[src/rtl/dpram_arb_pkg.sv]
// Shared constants, port selector type and index-width helper for the DP-RAM port arbiter.
package dpram_arb_pkg;

  localparam int unsigned N_REQ_DEF      = 4;
  localparam int unsigned DATA_WIDTH_DEF = 8;
  localparam int unsigned ADDR_WIDTH_DEF = 3;

  typedef enum logic {
    PORT_A = 1'b0,
    PORT_B = 1'b1
  } port_sel_t;

  // Width of a requester index; never narrower than one bit.
  function automatic int unsigned idx_width(input int unsigned n);
    return (n <= 1) ? 1 : $clog2(n);
  endfunction

endpackage

[src/rtl/dpram_port_arbiter_rr_pick.sv]
// Round-robin picker: first set bit of (req & mask) at or after ptr, wrapping.
module rr_pick
  import dpram_arb_pkg::*;
#(
  parameter  int unsigned N_REQ = N_REQ_DEF,
  localparam int unsigned IDX_W = idx_width(N_REQ)
) (
  input  logic [N_REQ-1:0] i_req,
  input  logic [N_REQ-1:0] i_mask,
  input  logic [IDX_W-1:0] i_ptr,
  output logic             o_found,
  output logic [IDX_W-1:0] o_idx
);

  logic [N_REQ-1:0] w_cand;

  assign w_cand = i_req & i_mask;

  // Scan from the farthest offset back to ptr so the nearest candidate is written last.
  always_comb begin
    int unsigned pos;
    pos     = 0;
    o_found = 1'b0;
    o_idx   = '0;
    for (int k = N_REQ - 1; k >= 0; k--) begin
      pos = (32'(i_ptr) + 32'(k)) % N_REQ;
      if (w_cand[IDX_W'(pos)]) begin
        o_found = 1'b1;
        o_idx   = IDX_W'(pos);
      end
    end
  end

endmodule

[src/rtl/dpram_port_arbiter.sv]
// Shares both ports of a single-clock dual-port RAM between N_REQ requesters,
// granting up to two requests per cycle round-robin and routing read data back.
module dpram_port_arbiter
  import dpram_arb_pkg::*;
#(
  parameter  int unsigned DATA_WIDTH = DATA_WIDTH_DEF,
  parameter  int unsigned ADDR_WIDTH = ADDR_WIDTH_DEF,
  parameter  int unsigned N_REQ      = N_REQ_DEF,
  localparam int unsigned IDX_W      = idx_width(N_REQ)
) (
  input  logic                        clk,
  input  logic                        rst,
  input  logic [N_REQ-1:0]            req,
  input  logic [N_REQ-1:0]            we,
  input  logic [N_REQ*ADDR_WIDTH-1:0] addr,
  input  logic [N_REQ*DATA_WIDTH-1:0] wdata,
  output logic [N_REQ-1:0]            gnt,
  output logic [N_REQ-1:0]            rvalid,
  output logic [N_REQ*DATA_WIDTH-1:0] rdata,
  output logic                        ram_ce,
  output logic                        ram_we_a,
  output logic                        ram_we_b,
  output logic [ADDR_WIDTH-1:0]       ram_addr_a,
  output logic [ADDR_WIDTH-1:0]       ram_addr_b,
  output logic [DATA_WIDTH-1:0]       ram_data_a,
  output logic [DATA_WIDTH-1:0]       ram_data_b,
  input  logic [DATA_WIDTH-1:0]       ram_q_a,
  input  logic [DATA_WIDTH-1:0]       ram_q_b
);

  logic [ADDR_WIDTH-1:0] w_addr    [N_REQ];
  logic [DATA_WIDTH-1:0] w_wdata   [N_REQ];
  logic [DATA_WIDTH-1:0] w_rdata   [N_REQ];
  logic [DATA_WIDTH-1:0] r_rdata   [N_REQ];
  logic [DATA_WIDTH-1:0] w_q       [2];

  logic [IDX_W-1:0]      r_ptr;
  logic [IDX_W-1:0]      w_ptr_nxt;
  logic [IDX_W-1:0]      w_last;
  logic [N_REQ-1:0]      w_mask_a;
  logic [N_REQ-1:0]      w_mask_b;
  logic                  w_found_a;
  logic                  w_found_b;
  logic [IDX_W-1:0]      w_idx_a;
  logic [IDX_W-1:0]      w_idx_b;

  logic                  w_vld     [2];
  logic [IDX_W-1:0]      w_idx     [2];
  logic                  r_rd_vld  [2];
  logic [IDX_W-1:0]      r_rd_idx  [2];

  // Unpack the flattened per-requester buses.
  for (genvar gi = 0; gi < N_REQ; gi++) begin : g_unpack
    assign w_addr[gi]                           = addr[gi*ADDR_WIDTH +: ADDR_WIDTH];
    assign w_wdata[gi]                          = wdata[gi*DATA_WIDTH +: DATA_WIDTH];
    assign rdata[gi*DATA_WIDTH +: DATA_WIDTH]   = w_rdata[gi];
  end

  assign w_mask_a = '1;

  rr_pick #(.N_REQ(N_REQ)) u_pick_a (
    .i_req   (req),
    .i_mask  (w_mask_a),
    .i_ptr   (r_ptr),
    .o_found (w_found_a),
    .o_idx   (w_idx_a)
  );

  // Port B candidates: everyone except A, and except writes colliding with A's write address.
  always_comb begin
    w_mask_b = '0;
    for (int i = 0; i < N_REQ; i++) begin
      w_mask_b[i] = (IDX_W'(i) != w_idx_a) &&
                    !(we[w_idx_a] && we[i] && (w_addr[i] == w_addr[w_idx_a]));
    end
  end

  rr_pick #(.N_REQ(N_REQ)) u_pick_b (
    .i_req   (req),
    .i_mask  (w_mask_b),
    .i_ptr   (r_ptr),
    .o_found (w_found_b),
    .o_idx   (w_idx_b)
  );

  // Per-port grant qualification; reset suppresses all grants.
  always_comb begin
    w_vld[PORT_A] = w_found_a & ~rst;
    w_vld[PORT_B] = w_found_a & w_found_b & ~rst;
    w_idx[PORT_A] = w_idx_a;
    w_idx[PORT_B] = w_idx_b;
  end

  // One-hot grant per port.
  always_comb begin
    gnt = '0;
    for (int p = 0; p < 2; p++) begin
      if (w_vld[p]) gnt[w_idx[p]] = 1'b1;
    end
  end

  // RAM port drive; idle ports present a zero address and no write.
  always_comb begin
    ram_ce     = w_vld[PORT_A] | w_vld[PORT_B];
    ram_we_a   = w_vld[PORT_A] & we[w_idx[PORT_A]];
    ram_we_b   = w_vld[PORT_B] & we[w_idx[PORT_B]];
    ram_addr_a = w_vld[PORT_A] ? w_addr[w_idx[PORT_A]]  : '0;
    ram_addr_b = w_vld[PORT_B] ? w_addr[w_idx[PORT_B]]  : '0;
    ram_data_a = w_vld[PORT_A] ? w_wdata[w_idx[PORT_A]] : '0;
    ram_data_b = w_vld[PORT_B] ? w_wdata[w_idx[PORT_B]] : '0;
  end

  // Next pointer: one past the last granted index (B if present, else A).
  always_comb begin
    w_last    = w_vld[PORT_B] ? w_idx[PORT_B] : w_idx[PORT_A];
    w_ptr_nxt = r_ptr;
    if (w_vld[PORT_A]) begin
      w_ptr_nxt = (w_last == IDX_W'(N_REQ - 1)) ? '0 : w_last + IDX_W'(1);
    end
  end

  // Pointer and read-return bookkeeping.
  always_ff @(posedge clk) begin
    if (rst) begin
      r_ptr <= '0;
      for (int p = 0; p < 2; p++) begin
        r_rd_vld[p] <= 1'b0;
        r_rd_idx[p] <= '0;
      end
    end else begin
      r_ptr <= w_ptr_nxt;
      for (int p = 0; p < 2; p++) begin
        r_rd_vld[p] <= w_vld[p] & ~we[w_idx[p]];
        r_rd_idx[p] <= w_idx[p];
      end
    end
  end

  assign w_q[PORT_A] = ram_q_a;
  assign w_q[PORT_B] = ram_q_b;

  // Route RAM read data to the owning requester; other slices hold their last value.
  always_comb begin
    rvalid = '0;
    for (int i = 0; i < N_REQ; i++) w_rdata[i] = r_rdata[i];
    for (int p = 0; p < 2; p++) begin
      if (r_rd_vld[p]) begin
        rvalid[r_rd_idx[p]]  = 1'b1;
        w_rdata[r_rd_idx[p]] = w_q[p];
      end
    end
  end

  // Hold register behind each rdata slice.
  always_ff @(posedge clk) begin
    if (rst) begin
      for (int i = 0; i < N_REQ; i++) r_rdata[i] <= '0;
    end else begin
      for (int i = 0; i < N_REQ; i++) r_rdata[i] <= w_rdata[i];
    end
  end

endmodule

[config.mk]
export PLATFORM = sky130hd
export DESIGN_NAME = dpram_port_arbiter
export DESIGN_NICKNAME = d
export VERILOG_FILES = /design/src/rtl/dpram_arb_pkg.sv /design/src/rtl/dpram_port_arbiter_rr_pick.sv /design/src/rtl/dpram_port_arbiter.sv
export SDC_FILE = /design/constraint.sdc
export NUM_CORES = 1
export LEC_CHECK = 0
export ABC_CLOCK_PERIOD_IN_PS = 9500
export BUFFER_PORTS_ARGS = -buffer_cell sky130_fd_sc_hd__buf_2
export CAP_MARGIN = 20
export CORE_UTILIZATION = 55
export DETAILED_ROUTE_END_ITERATION = 12
export PLACE_DENSITY_LB_ADDON = 0.08
export SLEW_MARGIN = 20
export SYNTH_ARGS = -nofsm -noshare
export SYNTH_HDL_FRONTEND = slang
export SYNTH_SLANG_ARGS = --single-unit
[constraint.sdc]
create_clock -name clk -period 9.5 [get_ports clk]
set_clock_uncertainty 0.1 [all_clocks]
set_input_delay 0.475 -clock clk [delete_from_list [all_inputs] [get_ports clk]]
set_output_delay 0.475 -clock clk [all_outputs]
set_load 0.03 [all_outputs]
==> results.toml <==
[status]
status = "completed"

[clock_tree]
numCtsBuffers = 5
cts.path.max_buffers = 2
path_clk_slew_ns = 0.07
insertion_delay_ns = 0.29
clock_sinks = 40
htreeDepth = 2
tritoncts = "done"
cts_resized = 0
post_cts_buffers = 0
hold_buffers = 0
cts_root_buf = "clkbuf_8"

[finish]
final_cell_area_mm2 = 0.00478
multi_input_area_mm2 = 0.00307
layout.nets = 713
area.sequential_um2 = 801
layout_commonest_cell = "buf_2"
nFillCells = 701
antenna_cells = 0
final_cell_mix = "buf_2 (134), nand2_1 (93), mux2i_1 (43)"
drive_gt1_frac = 0.269
utilization = 0.655
syn2layout_area_growth_pct = 15.0

[place]
place_ws_ns = 4.39
hpwl_mm = 9.24
placed_area_mm2 = 0.00470
gp_congestion = 0.962
io_buffers = 134

[sta]
slew_headroom = 0.271
report.final.slew_viol_count = 0
final-hold-violation-count = 0
worst_pin_slew_ns = 1.09
setup_violations = 0
hold_ws_ns = 0.343
grt_setup_unrepaired = "no"
finalCritPeriodShare = 0.576
layout_setup_ws_ns = 4.03
period_needed_ns = 5.47
fmax_mhz = 183
setup_tns_ns = 0

[floorplanning]
num_io_pins = 135
die_h_um = 88.9
core-area_mm2 = 0.00729
dieWidth_um = 88.9
rows = 31
initial_core_util = 0.570
die_area_mm2 = 0.00791

[detailed_routing]
wl_per_cell_um = 17.0
drt_iter0_markers = 333
ant_nets = 0
vias_per_cell = 6.18
first_pass_iters = 5
vias = 4589
drc = 0
drt_wl_total_mm = 12.6

[worst_setup_path]
crit_top_cell = "nand2_1"
crit_start = "r_ptr[1]"
start_kind = "register"
crit_fanout = 33
path_class = "register to output pin"
path_buf_inv = 2
cp.arrival_ns = 4.90
path_cells = "nand2_1 -> a211o_1 -> nand2_1 -> buf_4 -> o21ai_0 -> a31oi_1 -> a2111o_2 -> nand2_1 -> a221oi_4 -> mux2i_1 -> o22ai_1 -> buf_2"
crit_slowest_cell = "dfxtp_1"
rr_startpoint = "r_ptr[1]"
crit_family = "compound AO/OA/AOI/OAI gates"
worstPathRequired_ns = 8.93
cp-end-kind = "output pin"
max_stage_delay_ns = 1.01

[grt]
grt_pass1_vias = 4040
grt_use_total = 0.311
grt_overflow_total = 0
grt_max_degree = 36
grt_pass1_wl_mm = 19.4
antenna_found_initial = 0

[synthesis]
synth_top_family_by_area = "compound AO/OA/AOI/OAI gates"
netlist_area_mm2 = 0.00416
syn_inst = 553
syn_avg_cell_area_um2 = 7.52
synth_edf_count = 0
syn_nets = 623
synth_flop_cell = "dfxtp_1"
synthSimpleGateAreaFrac = 0.277
synth-seq-cells = 40
synth_compound_gate_area_share = 0.317
ys_types = 74
async_reset_ff_frac = 0
synth_mux_area_frac = 0.113
yosys_warnings = 0
synth_fa_ha_area_frac = 0
synth_xor_area_frac = 0.0295
ys_seq_area_frac = 0.193

[pwr]
leakagePower_nw = 2.25
p_per_area_mw_per_mm2 = 259
ir_drop_v = 0.000134

[hold_path]
hold_path.class = "input pin to register"
min-delay-start = "rst"

[run]
cap_violations = 0
[cell usage after synthesis, drive strengths merged, types with 2 or more instances]
master | count | area share
a31oi | 4 | 0.0060
nor3b | 2 | 0.0036
buf | 23 | 0.038
o22ai | 12 | 0.020
nand2 | 94 | 0.089
a211oi | 12 | 0.027
nor2 | 16 | 0.018
nor4 | 4 | 0.0075
nand3b | 3 | 0.0054
o211ai | 4 | 0.0084
and3 | 16 | 0.024
o41ai | 2 | 0.0060
a221o | 2 | 0.0048
nor3 | 5 | 0.0060
a21boi | 4 | 0.0072
a221oi | 11 | 0.029
clkbuf | 29 | 0.026
a21oi | 20 | 0.026
or3 | 3 | 0.0045
mux2i | 44 | 0.11
o21a | 3 | 0.0072
o211a | 3 | 0.0072
inv | 8 | 0.0072
dfxtp | 40 | 0.19
a32o | 3 | 0.0072
xor2 | 5 | 0.011
xnor2 | 9 | 0.019
a22oi | 19 | 0.034
o21ai | 45 | 0.054
nand3 | 17 | 0.023
a211o | 4 | 0.011
a311oi | 15 | 0.032
nand2b | 11 | 0.017
and2 | 35 | 0.053
or2 | 4 | 0.0060
nor2b | 6 | 0.013
[kinds of logic (layout without fill, tap and decap cells)]
kind of cell	Yosys count	in the layout
muxes	45	45
and+or+nand+nor	219	219
AOI/OAI and AO/OA	175	175
DFF	40	40
buffers and inverters	60	150
xor gates and xnor gates	14	14
[sequential cells by signal, summed over array words and instances, names as in the netlist]
signal,flops
r_rd_idx,4
r_rdata,32
r_rd_vld,2
r_ptr,2
[through the flow]
stage                     power (mW)  std cells
after global routing            1.33        742
final                           1.24        742
after global placement          1.11        735
after CTS                       1.23        742
after floorplan                0.939        553
after detailed placement        1.12        735
[layer usage]
metal / global-route usage / up-vias / routed length (um)
met4: 0.137 / 0 / 335
met1: 0.378 / 2117 / 5230
met5: 0 / - / 0
li1: - / 2215 / -
met3: 0.0332 / 35 / 816
met2: 0.555 / 222 / 6220
[final timing paths]
kind	end	slack (ns)	depth (start not counted)
hold reg to reg	r_rdata[1][6]	0.58	3
setup reg to reg	r_rd_vld[0][1]	4.92	11
setup / recovery	ram_we_b	4.03	12
hold / removal	r_rd_idx[0][1]	0.34	2
[power breakdown]
group          internal (mW)  switching [mW]
registers              0.197          0.0341
clock network         0.0499          0.0549
logic                  0.309           0.593
total                  0.556           0.682
[layout make-up]
class,instances,share of cell area
clock buffer,6,0.0152
clock inverter,1,0.00105
inverter,8,0.00628
multi-input combinational,453,0.642
sequential,40,0.168
tap,99,0.0259
timing repair buffer,135,0.142
Note: power is estimated with default switching activity, not from simulation.
